--- src/rtl/pc_pkg.sv ---
// pc_pkg: shared FSM state type and default PC geometry for the PC unit
package pc_pkg;
  typedef enum logic {RUN, HALT} state_t;
  localparam int PC_W_DEF = 16;
  localparam int INC_DEF = 2;
endpackage

--- src/rtl/pc_ras.sv ---
// pc_ras: return-address stack (power-of-two depth); overflowing push and empty pop are ignored
module pc_ras #(
  parameter int W = 16,
  parameter int DEPTH = 4
) (
  input  logic         clk,
  input  logic         rst_n,
  input  logic         push,
  input  logic         pop,
  input  logic [W-1:0] din,
  output logic [W-1:0] top,
  output logic         empty,
  output logic         full
);
  localparam int AW = $clog2(DEPTH);
  logic [W-1:0] mem [DEPTH];
  logic [AW:0] cnt;
  assign empty = cnt == '0;
  assign full = cnt[AW];
  assign top = mem[AW'(cnt - 1'b1)];
  // occupancy count; reset discards the whole stack
  always_ff @(posedge clk or negedge rst_n)
    if (!rst_n) cnt <= '0;
    else if (push && !full) cnt <= cnt + 1'b1;
    else if (pop && !empty) cnt <= cnt - 1'b1;
  // entry storage, written at the current count when a push is accepted
  always_ff @(posedge clk)
    if (push && !full) mem[cnt[AW-1:0]] <= din;
endmodule

--- src/rtl/pc_unit.sv ---
// pc_unit: program counter with branch/jump/halt control; return-address stack enabled by PC_UNIT_RAS_EN
module pc_unit
  import pc_pkg::*;
#(
  parameter int PC_W = PC_W_DEF,
  parameter int INC = INC_DEF,
  parameter int OFF_W = 8,
  parameter logic [PC_W-1:0] RESET_VEC = '0,
  parameter int RAS_DEPTH = 4
) (
  input  logic             clk,
  input  logic             rst_n,
  input  logic             stall,
  input  logic             br_take,
  input  logic [OFF_W-1:0] br_off,
  input  logic             jmp,
  input  logic [PC_W-1:0]  jmp_addr,
  input  logic             call,
  input  logic             ret,
  input  logic             halt,
  input  logic             resume,
  output logic [PC_W-1:0]  pc,
  output logic [PC_W-1:0]  pc_next,
  output logic             halted,
  output logic             ras_err
);
  state_t state, nstate;
  logic active, ras_jmp, use_top;
  logic [PC_W-1:0] seq, br_tgt, top;
  assign active = state == RUN && !halt && !stall;
  assign seq = pc + PC_W'(INC);
  assign br_tgt = seq + {{(PC_W-OFF_W){br_off[OFF_W-1]}}, br_off} * PC_W'(INC);
  assign halted = state == HALT;
`ifdef PC_UNIT_RAS_EN
  logic push_req, pop_req, empty, full;
  assign ras_jmp = active && call && ret;
  assign push_req = active && jmp && call && !ret;
  assign pop_req = active && ret && !call && !jmp;
  assign use_top = pop_req && !empty;
  assign ras_err = rst_n && ((push_req && full) || (pop_req && empty));
  pc_ras #(.W(PC_W), .DEPTH(RAS_DEPTH)) u_ras (
    .clk(clk), .rst_n(rst_n), .push(push_req), .pop(use_top),
    .din(seq), .top(top), .empty(empty), .full(full)
  );
`else
  logic unused_ras;
  assign unused_ras = call ^ ret;
  assign ras_jmp = 1'b0;
  assign use_top = 1'b0;
  assign top = '0;
  assign ras_err = 1'b0;
`endif
  // next-PC select: hold unless running unstalled, then jump > return > branch > increment
  always_comb
    pc_next = !active ? pc : (jmp || ras_jmp) ? jmp_addr : use_top ? top : br_take ? br_tgt : seq;
  // RUN/HALT transitions; halt wins over resume, stall does not block them
  always_comb
    nstate = state == RUN ? (halt ? HALT : RUN) : (resume ? RUN : HALT);
  // state register
  always_ff @(posedge clk or negedge rst_n)
    if (!rst_n) state <= RUN;
    else state <= nstate;
  // PC register
  always_ff @(posedge clk or negedge rst_n)
    if (!rst_n) pc <= RESET_VEC;
    else pc <= pc_next;
endmodule
--- config.mk ---
export PLATFORM = sky130hd
export DESIGN_NAME = pc_unit
export DESIGN_NICKNAME = d
export VERILOG_FILES = /design/src/rtl/pc_pkg.sv /design/src/rtl/pc_ras.sv /design/src/rtl/pc_unit.sv
export SDC_FILE = /design/constraint.sdc
export NUM_CORES = 1
export LEC_CHECK = 0
export BUFFER_PORTS_ARGS = -buffer_cell sky130_fd_sc_hd__clkbuf_2
export CAP_MARGIN = 40
export CORE_ASPECT_RATIO = 1.5
export CORE_MARGIN = 3
export CORE_UTILIZATION = 52
export DETAILED_ROUTE_END_ITERATION = 7
export PLACE_DENSITY = 0.92
export SYNTH_ARGS = -nofsm -noshare
export SYNTH_HDL_FRONTEND = slang
export SYNTH_SLANG_ARGS = --single-unit
--- constraint.sdc ---
create_clock -name clk -period 3.3 [get_ports clk]
set_input_delay 0.66 -clock clk [delete_from_list [all_inputs] [get_ports clk]]
set_output_delay 0.66 -clock clk [all_outputs]
set_load 0.05 [all_outputs]
==> metrics.txt <==
# TYPE chip_impl_metric gauge
chip_impl_metric{name="crit_required",unit="ns"} 2.64
chip_impl_metric{name="instance_count_of_the_mapped_netlist",unit=""} 249
chip_impl_metric{name="finish.net_count",unit=""} 424
chip_impl_info{name="critical_path.cell_chain",value="and4_4, and2_4, nand4_1, xnor2_2, ha_4, nand4_1, nor2_2, a221o_1, xnor2_2, o31ai_4, buf_12"} 1
chip_impl_info{name="synth-main-ff-cell",value="sky130_fd_sc_hd__dfrtp_1"} 1
chip_impl_info{name="synth_area_leaders",value="sky130_fd_sc_hd__dfrtp_1 (21%), sky130_fd_sc_hd__ha_1 (12%), sky130_fd_sc_hd__xnor2_1 (5.6%), sky130_fd_sc_hd__a21oi_1 (4.7%), sky130_fd_sc_hd__xor2_1 (4.3%)"} 1
chip_impl_info{name="critical_path.top_delay_family",value="simple AND/OR/NAND/NOR gates"} 1
chip_impl_metric{name="slew_headroom",unit="%"} 57.6
chip_impl_metric{name="setup-violations-final",unit=""} 12
chip_impl_info{name="setup_repair_after_global_routing_missed_its_margin",value="true"} 1
chip_impl_metric{name="cp.depth",unit=""} 11
chip_impl_info{name="ctsRootBufferMaster",value="sky130_fd_sc_hd__clkbuf_8"} 1
chip_impl_metric{name="synth-edff-count",unit=""} 0
chip_impl_info{name="hold_path_class",value="in2async"} 1
chip_impl_metric{name="critPathMaxStageDelay",unit="ns"} 0.42
chip_impl_metric{name="synth_seq_area_share",unit="%"} 21.0
chip_impl_metric{name="worst_tran_pin_value",unit="ns"} 0.632
chip_impl_metric{name="io_pins",unit=""} 67
chip_impl_metric{name="die-width",unit="µm"} 57.0
chip_impl_metric{name="drc",unit=""} 0
chip_impl_info{name="yosysTopAreaCell",value="sky130_fd_sc_hd__dfrtp_1"} 1
chip_impl_metric{name="drive_gt1_share",unit="%"} 55.9
chip_impl_metric{name="fillerInstances",unit=""} 156
chip_impl_metric{name="gp_congestion",unit=""} 0.934
chip_impl_metric{name="detailedRoute.firstIterationViolations",unit=""} 375
chip_impl_metric{name="holdBufCountCts",unit=""} 0
chip_impl_info{name="outcome",value="complete, but fails checks"} 1
chip_impl_metric{name="rr_worst_depth",unit=""} 10
chip_impl_metric{name="period_share",unit="%"} 123
chip_impl_metric{name="port_buffers",unit=""} 63
chip_impl_metric{name="post_route_antenna_net_violation_count",unit=""} 0
chip_impl_info{name="cpMaxStageDelayCell",value="sky130_fd_sc_hd__xnor2_2"} 1
chip_impl_metric{name="instances_no_fill",unit=""} 413
chip_impl_metric{name="detailedPlace.worstSlack",unit="ns"} -0.212
chip_impl_metric{name="viasPerCell",unit=""} 7.29
chip_impl_metric{name="power.density_cell_area",unit="mW/mm²"} 945
chip_impl_metric{name="floorplan.die.height",unit="µm"} 82.5
chip_impl_metric{name="avgSynthCellArea",unit="µm²"} 8.15
chip_impl_metric{name="postSynthRegisterBits",unit=""} 17
chip_impl_metric{name="timing.fmax",unit="MHz"} 247
chip_impl_metric{name="final_max_slew_viol_count",unit=""} 0
chip_impl_metric{name="antenna-diode-count",unit=""} 0
chip_impl_metric{name="clock-sinks",unit=""} 17
chip_impl_info{name="setup.worst_path.class",value="reg2out"} 1
chip_impl_metric{name="cap_violations",unit=""} 0
chip_impl_info{name="worst_setup_path_end_kind",value="output port"} 1
chip_impl_metric{name="row_count",unit=""} 27
chip_impl_metric{name="routed_wl",unit="µm"} 11200
chip_impl_metric{name="floorplan.die_area",unit="mm²"} 0.00470
chip_impl_metric{name="clock_skew",unit="ns"} 0.00216
chip_impl_metric{name="fin_ws",unit="ns"} -0.753
chip_impl_metric{name="grt_max_degree",unit=""} 20
chip_impl_metric{name="grt.overflow.total",unit=""} 0
chip_impl_metric{name="synth.top_cell.area_share",unit="%"} 21.0
chip_impl_metric{name="mappedNetlistArea",unit="mm²"} 0.00203
chip_impl_metric{name="clkTransAtPathRegs",unit="ns"} 0.09
chip_impl_metric{name="leakage_power_of_the_design",unit="nW"} 1.60
chip_impl_metric{name="drt-wirelength-per-cell",unit="µm"} 27.2
chip_impl_metric{name="data_arrival_time_at_the_worst_slack_endpoint",unit="ns"} 3.39
chip_impl_metric{name="global_route.usage.total",unit="%"} 40.7
chip_impl_metric{name="area.growth.synth_to_final",unit="%"} 66.6
chip_impl_metric{name="ys_warn_count",unit=""} 0
chip_impl_metric{name="clockBufferDepth",unit=""} 2
chip_impl_metric{name="irDropWorstVdd",unit="mV"} 0.929
chip_impl_info{name="tritoncts_clock_tree",value="yes"} 1
chip_impl_info{name="violations",value="negative setup slack"} 1
chip_impl_metric{name="min_cycle_time_layout",unit="ns"} 4.05
chip_impl_info{name="synth_top_cells_by_count",value="sky130_fd_sc_hd__a21oi_1 (19), sky130_fd_sc_hd__ha_1 (19), sky130_fd_sc_hd__dfrtp_1 (17), sky130_fd_sc_hd__nand2_1 (15), sky130_fd_sc_hd__o21ai_0 (15)"} 1
chip_impl_metric{name="detailedRoute.firstPassIterationCount",unit=""} 7
chip_impl_metric{name="dr_total_vias",unit=""} 3009
chip_impl_metric{name="post_synth_num_cell_types",unit=""} 58
chip_impl_metric{name="synthArstFlopShare",unit="%"} 100
chip_impl_metric{name="clock_latency",unit="ns"} 0.29
chip_impl_metric{name="antenna_found_initial",unit=""} 0
chip_impl_metric{name="hold_ws",unit="ns"} 0.324
chip_impl_metric{name="ff2ff_setup_slack",unit="ns"} 0.27
chip_impl_metric{name="critical_path.n_buffers_inverters",unit=""} 1
chip_impl_metric{name="first_global_vias",unit=""} 3023
chip_impl_metric{name="core-area",unit="mm²"} 0.00372
chip_impl_metric{name="cts_buffers",unit=""} 3
chip_impl_metric{name="grt_pass1_wl",unit="µm"} 14600
chip_impl_metric{name="maximum_level_of_the_cts_h_tree",unit=""} 1
chip_impl_metric{name="placed_cells_incl_taps",unit=""} 398
chip_impl_metric{name="hpwlAfterDp",unit="µm"} 6130
chip_impl_metric{name="finalHoldViolCount",unit=""} 0
chip_impl_metric{name="nets_in_the_synthesized_netlist",unit=""} 302
chip_impl_info{name="timing.critical_path.from_type",value="flip-flop"} 1
chip_impl_metric{name="crit_fanout",unit=""} 5
chip_impl_metric{name="initial_utilization",unit="%"} 54.6
## state kept, by name, indices dropped and copies added, names as in the netlist
register / cells
pc: 16
halted: 1
## kinds of logic (layout without fill, tap and decap cells)
family	count (synthesis)	count (layout)	synth area share [%]
AOI/OAI and AO/OA	80	80	26.7
and+or+nand+nor	80	80	22.0
xor gates and xnor gates	23	23	9.93
buffers and inverters	22	143	4.44
adders and majority gates	20	20	12.7
DFF	17	17	21.0
muxes	6	6	3.08
other	1	1	0.185
## metal layers
metal | global-route usage, % | vias up | routed length, µm
met2 | 76.8 | 321 | 5400
met1 | 38.1 | 1387 | 3360
met4 | 31.1 | 0 | 1320
met5 | 0 | - | 0
met3 | 7.62 | 132 | 1170
li1 | - | 1169 | -
## path summary, 6_finish.rpt
kind / from / end
min in group clk: pc[0] / pc[0]
max in group asynchronous: rst_n / pc[3]
hold / removal: rst_n / pc[13]
setup reg to reg: pc[5] / pc[15]
setup / recovery: pc[5] / pc_next[15]
hold reg to reg: pc[0] / pc[0]
## power by group
part,total [mW],internal [mW],switching (mW)
clock,0.198,0.0863,0.112
combinational,2.61,1.03,1.57
sequential,0.391,0.288,0.103
## timing repair
action / CTS / global route
buffers inserted: 4 / 7
gates resized for setup: 40 / 36
cloned: 0 / 0
setup endpoints to repair: 13 / 14
pin swaps: 24 / 26
## cell usage in the layout, fill, tap and decap left out, types with 7 or more instances in the layout
| cell type | instances |
|---|---|
| sky130_fd_sc_hd__buf_4 | 64 |
| sky130_fd_sc_hd__clkbuf_2 | 49 |
| sky130_fd_sc_hd__nand2_1 | 13 |
| sky130_fd_sc_hd__nor2_1 | 13 |
| sky130_fd_sc_hd__a21oi_1 | 12 |
| sky130_fd_sc_hd__o21ai_0 | 11 |
| sky130_fd_sc_hd__inv_1 | 9 |
| sky130_fd_sc_hd__nand3_1 | 9 |
| sky130_fd_sc_hd__ha_1 | 9 |
| sky130_fd_sc_hd__dfrtp_2 | 9 |
| sky130_fd_sc_hd__dfrtp_1 | 8 |
| sky130_fd_sc_hd__xor2_1 | 7 |
| sky130_fd_sc_hd__xnor2_2 | 7 |
| sky130_fd_sc_hd__a21oi_2 | 7 |
| sky130_fd_sc_hd__clkbuf_8 | 7 |
## final cells by class
type                            count  area [µm²]  share of cell area, %
Tap cell                           43        53.8                   1.59
Multi-Input combinational cell    210        1860                   55.0
Clock inverter                      1        7.51                  0.222
Inverter                           12        45.0                   1.33
Clock buffer                        3        41.3                   1.22
Timing Repair Buffer              127         937                   27.7
Sequential cell                    17         437                   12.9
## metrics by stage
step	util (%)	total power, mW	cell area, µm²	setup TNS, ns
floorplan	-	1.72	2140	-0.661
finish	90.9	3.19	3380	-4.40
global placement	78.2	2.35	2910	-0.392
CTS	85.6	2.82	3180	-2.13
detailed placement	78.2	2.44	2910	-1.09
global route	90.9	3.29	3380	-5.66
No activity file was read; power rests on OpenSTA's default activity.
